<file path="src/rtl/axis_byte_unpacker.sv">
// Splits a 32-bit AXI-stream into one byte per transfer, tagging the final byte of each
// stream with bit 8 by holding every byte back one step until the next one (or tlast) is known.
module axis_byte_unpacker (
    input  logic        clk,
    input  logic        rstn,
    input  logic        i_tvalid,
    output logic        i_tready,
    input  logic [31:0] i_tdata,
    input  logic [3:0]  i_tkeep,
    input  logic        i_tlast,
    input  logic        o_rdy,
    output logic        o_en,
    output logic [8:0]  o_data
);

    function automatic logic [1:0] lowest_lane(input logic [3:0] m);
        logic [1:0] l;
        if (m[0])      l = 2'd0;
        else if (m[1]) l = 2'd1;
        else if (m[2]) l = 2'd2;
        else           l = 2'd3;
        return l;
    endfunction

    logic [31:0] beat_data_q, beat_data_d;
    logic [3:0]  beat_mask_q, beat_mask_d;
    logic        beat_last_q, beat_last_d;
    logic        beat_vld_q,  beat_vld_d;
    logic [7:0]  pend_q,      pend_d;
    logic        pend_vld_q,  pend_vld_d;
    logic [8:0]  o_data_q,    o_data_d;
    logic        o_en_q,      o_en_d;

    logic        out_free;
    logic        mask_zero;
    logic        has_byte;
    logic [1:0]  lo;
    logic [7:0]  lo_byte;
    logic [3:0]  mask_cleared;
    logic        load_out;

    assign i_tready     = rstn & ~beat_vld_q;
    assign o_en         = o_en_q;
    assign o_data       = o_data_q;

    assign out_free     = ~o_en_q | o_rdy;
    assign mask_zero    = (beat_mask_q == 4'd0);
    assign has_byte     = beat_vld_q & ~mask_zero;
    assign lo           = lowest_lane(beat_mask_q);
    assign lo_byte      = beat_data_q[{lo, 3'b000} +: 8];
    assign mask_cleared = beat_mask_q & ~(4'b0001 << lo);

    always_comb begin
        beat_data_d = beat_data_q;
        beat_mask_d = beat_mask_q;
        beat_last_d = beat_last_q;
        beat_vld_d  = beat_vld_q;
        pend_d      = pend_q;
        pend_vld_d  = pend_vld_q;
        o_data_d    = o_data_q;
        o_en_d      = o_en_q;
        load_out    = 1'b0;

        if (beat_vld_q && mask_zero && !beat_last_q) begin
            beat_vld_d = 1'b0;
        end else if (pend_vld_q && has_byte && out_free) begin
            // Another byte follows, so the pending one cannot be the stream end
            o_data_d    = {1'b0, pend_q};
            load_out    = 1'b1;
            pend_d      = lo_byte;
            beat_mask_d = mask_cleared;
            if ((mask_cleared == 4'd0) && !beat_last_q) begin
                beat_vld_d = 1'b0;
            end
        end else if (pend_vld_q && beat_vld_q && mask_zero && beat_last_q && out_free) begin
            o_data_d   = {1'b1, pend_q};
            load_out   = 1'b1;
            pend_vld_d = 1'b0;
            beat_vld_d = 1'b0;
        end else if (!pend_vld_q && has_byte) begin
            pend_d      = lo_byte;
            pend_vld_d  = 1'b1;
            beat_mask_d = mask_cleared;
            if ((mask_cleared == 4'd0) && !beat_last_q) begin
                beat_vld_d = 1'b0;
            end
        end else if (!pend_vld_q && beat_vld_q && mask_zero && beat_last_q) begin
            // Stream with no kept bytes at all: nothing to flag, drop it
            beat_vld_d = 1'b0;
        end

        // Acceptance only happens while the buffer is empty, so it never collides with the actions above
        if (i_tvalid && i_tready) begin
            beat_data_d = i_tdata;
            beat_mask_d = i_tkeep;
            beat_last_d = i_tlast;
            beat_vld_d  = 1'b1;
        end

        if (load_out) begin
            o_en_d = 1'b1;
        end else if (o_en_q && o_rdy) begin
            o_en_d = 1'b0;
        end
    end

    always_ff @(posedge clk) begin
        if (!rstn) begin
            beat_data_q <= 32'd0;
            beat_mask_q <= 4'd0;
            beat_last_q <= 1'b0;
            beat_vld_q  <= 1'b0;
            pend_q      <= 8'd0;
            pend_vld_q  <= 1'b0;
            o_data_q    <= 9'd0;
            o_en_q      <= 1'b0;
        end else begin
            beat_data_q <= beat_data_d;
            beat_mask_q <= beat_mask_d;
            beat_last_q <= beat_last_d;
            beat_vld_q  <= beat_vld_d;
            pend_q      <= pend_d;
            pend_vld_q  <= pend_vld_d;
            o_data_q    <= o_data_d;
            o_en_q      <= o_en_d;
        end
    end

endmodule

</file>
<file path="config.mk">
export PLATFORM = sky130hd
export DESIGN_NAME = axis_byte_unpacker
export DESIGN_NICKNAME = d
export VERILOG_FILES = /design/src/rtl/axis_byte_unpacker.sv
export SDC_FILE = /design/constraint.sdc
export NUM_CORES = 1
export LEC_CHECK = 0
export CAP_MARGIN = 10
export CORE_AREA = 4 4 83 66
export CTS_CLUSTER_DIAMETER = 200
export DETAILED_ROUTE_END_ITERATION = 12
export DIE_AREA = 0 0 87 70
export GPL_ROUTABILITY_DRIVEN = 0
export HOLD_SLACK_MARGIN = 0.1
export PLACE_DENSITY = 0.92
export SLEW_MARGIN = 20
export SYNTH_ARGS = -nofsm -noshare
export SYNTH_HDL_FRONTEND = slang
export SYNTH_SLANG_ARGS = --single-unit
</file>
<file path="constraint.sdc">
create_clock -name clk -period 4.9 [get_ports clk]
set_input_delay 0.98 -clock clk [delete_from_list [all_inputs] [get_ports clk]]
set_output_delay 0.98 -clock clk [all_outputs]
set_load 0.01 [all_outputs]
</file>
---- Yosys cells after proc, flatten, opt, wreduce, memory -nomap -nowiden ----
Cells that the tools add are included.
word-level totals
  register bits after elaboration ......... 57
  output and inout bits ................... 11
cells by class
  equality and inequality tests ........... 3
  shift operators ......................... 2
  muxes and demuxes ....................... 27
  bitwise gates (word level) .............. 10
  reduce and logical (&&, ||, !) cells .... 29
operator list
  operator                                          count
  variable part select 32 x 6 -> 8 bit              1
  two-way mux 8 bit                                 3
  two-way mux 4 bit                                 5
  two-way mux 9 bit                                 2
  logical AND 1 bit                                 15
  two-way mux 1 bit                                 15
  AND reduction 3 bit                               3
  zero test 4 bit                                   2
  nonzero test 2 bit                                4
  nonzero test 6 bit                                1
  inverter 1 bit                                    5
  AND 4 bit                                         1
  two-way mux 2 bit                                 2
  inverter 4 bit                                    1
  left shift 1 x 2 -> 4 bit (first input constant)  1
  != test 3 x 2 -> 1 bit (second input constant)    1
  nonzero test 3 bit                                1
  AND 1 bit                                         2
  zero test 1 bit                                   2
  != test 2 x 1 -> 1 bit (second input constant)    1
  != test 2 bit (second input constant)             1
  AND reduction 2 bit                               1
  bitwise OR 1 bit                                  1

---- Logic depth before layout (Yosys ltp) ----
Gate-level depths: netlist of run 1.
  depth after elaboration ................. 14
  mapped depth ............................ 6

---- Worst setup path before layout of run 1 ----
Ideal clock, no wire load.
  path type ............................... input port to output port
  start point ............................. in rstn
  end point ............................... out i_tready
  data arrival time ....................... 1.398 ns
  setup slack ............................. 2.522 ns
  stages on the path ...................... 2
  buffers on the path ..................... 1
  cell sequence ........................... clkbuf_1 -> nor2b_1
between the ends
  word-level cells in the longest chain between the ends .. 1
ends and longest elaborated chain
  element          RTL line  RTL
  start, declared  5         input logic rstn,
  AND 1 bit        42        assign i_tready = rstn & ~beat_vld_q;
  end, declared    7         output logic i_tready,
Every way passes these cells.

---- Final worst setup path of run 1 ----
Same ends and word-level chain as after synthesis.

==> results.ini, run 1 <==
[run_status]
status=complete, no violations

[critical_path]
crit_path_start_kind=primary input
worstPathCellList=clkdlybuf4s50_1 > nor2b_1 > clkdlybuf4s50_1
critical_path.max_stage_delay_ns=0.56
cp_common_cell=clkdlybuf4s50_1
critical-path-top-delay-family=buffers and inverters
cp_data_arrival_time_ns=2.20
critical_path.max_fanout=2
cp_slowest_cell=clkdlybuf4s50_1
critPathRequiredTime_ns=3.92
critPathKind=primary input to primary output
crit_path_end_kind=primary output
crit_buf_inv=2

[pwr]
cellPowerDensity_nw_per_um2=317
peakVddDrop_v=0.000203
power.leakage_nw=1.16

[timing]
timing.fmax_ghz=0.314
setup_tns_ns=0
fin_skew_ns=0.00644
setup_viol_count_final=0
max_slew_margin=0.429
slew_violations=0
hold_viol=0
min_period_ns=3.18
period_share=0.650
rsz0062_at_grt=false
max_slew.worst_pin.slew_ns=0.854

[final_layout]
area_growth_pct=27.4
num_antenna_cells=0
final_layout_size_suffix_gt1_frac=0.0606
final_common_cell=nand2_1
final_cell_mix=nand2_1, dfxtp_1, clkdlybuf4s50_1
seq_area_sq_um=1140
multi_input_area_sq_um=1190
layout.nets=367
fillCellCount=394
design_area_sq_um=3100

[yosys]
synth_cells=283
synth.ff_latch_count=57
seq_area_frac_synth=0.468
synth_fp_nets=324
yosysWarnings=0
yosysUniqueCellTypes=25
synth_area_sq_um=2440
avgSynthCellArea_sq_um=8.61

[die]
initial_core_util=0.518
die_h_um=70
fp.coreArea_sq_um=4710
dieArea_sq_um=6090
io_pins=52
fp-row-count=22
die_w_um=87

[placement]
port_buffers=51
placed_area_sq_um=2940
hpwl_um=3680

[route]
routed_wirelength_um=5320
firstDrtPassIters=4
vias=2055
drt_iter0_markers=185
drc_errors=0
antenna_left=0
vias_per_cell=5.27
post_drt_wl_per_cell_um=13.6

[clock_tree]
clock_sinks=57
cts.path.max_buffers=2
cts_buffers=9
h-tree-depth=3
cts_hold_buf=0
insertion_delay_ns=0.34
root_buffer=clkbuf_8
post-cts-setup-buffers=0
cts.repair.resized=0
clkTransAtPathRegs_ns=0.05
cts_tree=done

[grt]
grt_overflow=0
grt_pass1_wl_um=8620
antenna_found_initial=0
grt_max_degree=61
grt_pass1_vias=1923
globalRouteTotalUtil=0.181

[flow_run]
max_cap_violations=0

[min_path]
hold_class=flip-flop to flip-flop

==> worst min-delay path: stages (launching register included) <==
cell	delay, ns
dfxtp_1	0.31
nand2_1	0.05
a21boi_0	0.06
==> power breakdown <==
group          switching, mW  internal (mW)  leakage, nW  total [mW]
Combinational         0.0496         0.0611        0.603       0.111
Sequential            0.0220          0.487        0.466       0.509
Clock                  0.173          0.190       0.0887       0.363
==> per-layer routing <==
metal	vias up	track usage	routed length, um
li1	1045	-	-
met5	-	0	0
met1	954	0.221	2330
met3	5	0.0767	370
met2	51	0.291	2570
met4	0	0.0467	45
==> through the flow <==
step | hold slack [ns] | power, mW | setup slack, ns | instances | util
after floorplan | 0.443 | 0.577 | 2.52 | 283 | -
after CTS | 0.466 | 0.990 | 1.69 | 390 | 0.659
after detailed placement | 0.458 | 0.629 | 1.69 | 375 | 0.625
final | 0.464 | 0.983 | 1.72 | 390 | 0.659
after global placement | 0.450 | 0.624 | 1.71 | 375 | 0.625
after global routing | 0.480 | 1.03 | 1.66 | 390 | 0.659
==> synth_stat cells <==
master	n	area, sq um
nand2_1	80	300
dfxtp_1	57	1140
a21boi_0	37	278
mux2i_1	24	240
o21ai_0	20	100
clkbuf_1	13	48.8
nor2b_1	10	62.6
a21oi_1	9	45.0
nand3_1	7	35.0
buf_2	5	25.0
a211oi_1	2	15.0
buf_1	2	7.51
buf_6	2	22.5
nand2b_1	2	12.5
nand3b_1	2	15.0
nor2_1	2	7.51
a41oi_1	1	8.76
and3b_1	1	8.76
nor3_1	1	5.00
nor4_1	1	6.26
o2111ai_1	1	8.76
o2111ai_2	1	15.0
o211ai_1	1	7.51
o41ai_1	1	8.76
or4_4	1	11.3
==> logic make-up (layout without fill, tap and decap cells) <==
kind of cell,after synthesis,count (layout),share of synthesized area
simple gates,107,107,0.191
compound gates,73,73,0.200
flops,57,57,0.468
mux,24,24,0.0986
buf+inv,22,69,0.0426
==> final timing paths <==
| check | start | endpoint | slack, ns | cells after the start |
|---|---|---|---|---|
| worst max-delay path | rstn | i_tready | 1.72 | 3 |
| worst min-delay path | beat_data_q[12] | beat_data_q[12] | 0.46 | 2 |
| worst max register to register | beat_mask_q[1] | o_data[3] | 2.77 | 4 |
| worst min register to register | beat_data_q[12] | beat_data_q[12] | 0.46 | 2 |
==> layout make-up <==
class,instances,share of cell area
Tap cell,60,0.0242
Multi-Input combinational cell,204,0.385
Timing Repair Buffer,54,0.172
Clock buffer,11,0.0455
Sequential cell,57,0.368
Clock inverter,4,0.00645
==> registers in the layout, indices dropped and copies added, names as in the netlist <==
name	cells
beat_last_q	1
o_en	1
pend_q	8
beat_vld_q	1
o_data	9
pend_vld_q	1
beat_mask_q	4
beat_data_q	32
No activity file was read; power rests on OpenSTA's default activity.
==> run 2, diff against run 1 <==
--- a/config.mk
+++ b/config.mk
@@ -6,13 +6,13 @@
 export NUM_CORES = 1
 export LEC_CHECK = 0
 export CAP_MARGIN = 10
-export CORE_AREA = 4 4 83 66
+export CORE_AREA = 4 4 86 68
 export CTS_CLUSTER_DIAMETER = 200
 export DETAILED_ROUTE_END_ITERATION = 12
-export DIE_AREA = 0 0 87 70
+export DIE_AREA = 0 0 90 72
 export GPL_ROUTABILITY_DRIVEN = 0
 export HOLD_SLACK_MARGIN = 0.1
-export PLACE_DENSITY = 0.92
+export PLACE_DENSITY = 0.87
 export SLEW_MARGIN = 20
 export SYNTH_ARGS = -nofsm -noshare
 export SYNTH_HDL_FRONTEND = slang
==> constraint.sdc (replaced) <==
create_clock -name clk -period 3.3 [get_ports clk]
set_input_delay 0.66 -clock clk [delete_from_list [all_inputs] [get_ports clk]]
set_output_delay 0.66 -clock clk [all_outputs]
set_load 0.01 [all_outputs]
==> run 2 against run 1 <==
Against the previous run: combinational power grew 46%; design area is 0.28% lower; hold slack worse by 0.0023 ns; clock skew decreased by 0.0028 ns; count of clock-buffer cells in the layout up 1; critical path type unchanged; highest routed layer unchanged.
==> results.ini, run 2 (synthesis results as in run 1) <==
[run_status]
status=complete, no violations

[route]
drt_iter0_markers=127  ; -31%
drc_errors=0  ; unchanged
firstDrtPassIters=4  ; unchanged
vias=2017  ; -1.8%
routed_wirelength_um=5230  ; -1.6%
vias_per_cell=5.17  ; -1.8%
antenna_left=0  ; unchanged
post_drt_wl_per_cell_um=13.4  ; -1.6%

[pwr]
power.leakage_nw=1.15  ; -0.91%
cellPowerDensity_nw_per_um2=464  ; +47%
peakVddDrop_v=0.000222  ; +9.7%

[clock_tree]
cts_buffers=9  ; unchanged
cts_tree=done
post-cts-setup-buffers=0  ; unchanged
clkTransAtPathRegs_ns=0.06  ; about the same
cts.repair.resized=0  ; unchanged
cts.path.max_buffers=2  ; unchanged
root_buffer=clkbuf_8
clock_sinks=57  ; unchanged
cts_hold_buf=0  ; unchanged
h-tree-depth=3  ; unchanged
insertion_delay_ns=0.33  ; about the same

[die]
die_w_um=90  ; +3.4%
die_h_um=72  ; +2.9%
fp.coreArea_sq_um=5090  ; +8.2%
dieArea_sq_um=6480  ; +6.4%
initial_core_util=0.478  ; -0.0393
io_pins=52  ; unchanged
fp-row-count=23  ; +4.5%

[timing]
slew_violations=0  ; unchanged
timing.fmax_ghz=0.408
holdWs_ns=0.461  ; -0.00227 ns
max_slew.worst_pin.slew_ns=0.853  ; -0.000753 ns
setup_tns_ns=0  ; unchanged
fin_ws_ns=0.850  ; -0.866 ns
rsz0062_at_grt=false
max_slew_margin=0.429  ; +0.000504
fin_skew_ns=0.00363  ; -0.00281 ns
period_share=0.742
min_period_ns=2.45
setup_viol_count_final=0  ; unchanged
hold_viol=0  ; unchanged

[critical_path]
r2r_start=beat_mask_q[1]
reg2reg_setup_slack_ns=1.09  ; -1.68 ns
crit_path_start_kind=primary input
critical_path.max_fanout=2  ; unchanged
crit-reg2reg-capture=o_data[7]
cp_data_arrival_time_ns=1.79  ; -0.41 ns
r2r_cells=4  ; unchanged
critPathRequiredTime_ns=2.64  ; -1.28 ns
crit_path_end_kind=primary output
critPathKind=primary input to primary output

[flow_run]
max_cap_violations=0  ; unchanged

[min_path]
min_path_cells=2  ; unchanged
hold_class=flip-flop to flip-flop
min_to=beat_data_q[5]
min-delay-start=beat_data_q[5]

[final_layout]
final_cell_mix=nand2_1, dfxtp_1, clkdlybuf4s50_1
area_growth_pct=27.1
num_antenna_cells=0  ; unchanged
largest-register=beat_data_q
final_layout_size_suffix_gt1_frac=0.0518  ; -0.00878
layout.nets=367  ; unchanged
largest_reg_flops=32  ; unchanged
final_common_cell=nand2_1
fillCellCount=444  ; +13%

[grt]
grt_pass1_vias=1832  ; -4.7%
grt_overflow=0  ; unchanged
globalRouteTotalUtil=0.162  ; -0.0190
grt_max_degree=61  ; unchanged
antenna_found_initial=0  ; unchanged
grt_pass1_wl_um=8310  ; -3.5%

[placement]
dpl_worst_slack_ns=0.842  ; -0.845 ns
port_buffers=51  ; unchanged
hpwl_um=3560  ; -3.2%

[run 2: cell count changes in the layout (fill, tap and decap cells not counted)]
| cell | delta |
|---|---|
| clkinv_2 | -3 |
| clkbuf_1 | +1 |
[run 2: critical path, stage by stage]
cell             delay, ns
clkdlybuf4s50_1       0.47
nor2b_1               0.12
clkdlybuf4s50_1       0.54
[run 2: worst max path at each step]
stage / slack [ns] / to / startpoint
floorplan: 1.56 / i_tready / rstn
global placement: 0.84 / i_tready / rstn
detailed placement: 0.84 / i_tready / rstn
CTS: 0.84 / i_tready / rstn
global route: 0.82 / i_tready / rstn
finish: 0.85 / i_tready / rstn
[run 2: report_power, final]
part / switching, mW / internal (mW) / total [mW]
Combinational: 0.0709 / 0.0907 / 0.162
Sequential: 0.0329 / 0.724 / 0.757
Clock: 0.240 / 0.279 / 0.519
Total: 0.344 / 1.09 / 1.44
[run 2: per-layer routing]
layer / up-vias / global-route usage / part of all wire
li1: 1041 / - / -
met1: 915 / 0.189 / 0.46
met2: 55 / 0.269 / 0.47
met3: 6 / 0.0715 / 0.057
met4: 0 / 0.0560 / 0.013
met5: - / 0 / 0
[run 2: per-stage QoR]
stage               std cells  utilization  cell area, sq um  power (mW)
floorplan                 283            -              2440       0.857
global placement          377        0.578              2950       0.927
detailed placement        377        0.578              2950       0.932
CTS                       390        0.608              3100        1.45
global route              390        0.608              3100        1.51
finish                    390        0.608              3100        1.44
[run 2: layout make-up]
| cell class | count | area [sq um] | area share |
|---|---|---|---|
| Multi-Input combinational cell | 204 | 1190 | 0.386 |
| Tap cell | 62 | 77.6 | 0.0251 |
| Timing Repair Buffer | 54 | 533 | 0.172 |
| Clock inverter | 1 | 5.00 | 0.00162 |
| Clock buffer | 12 | 145 | 0.0469 |
| Sequential cell | 57 | 1140 | 0.369 |
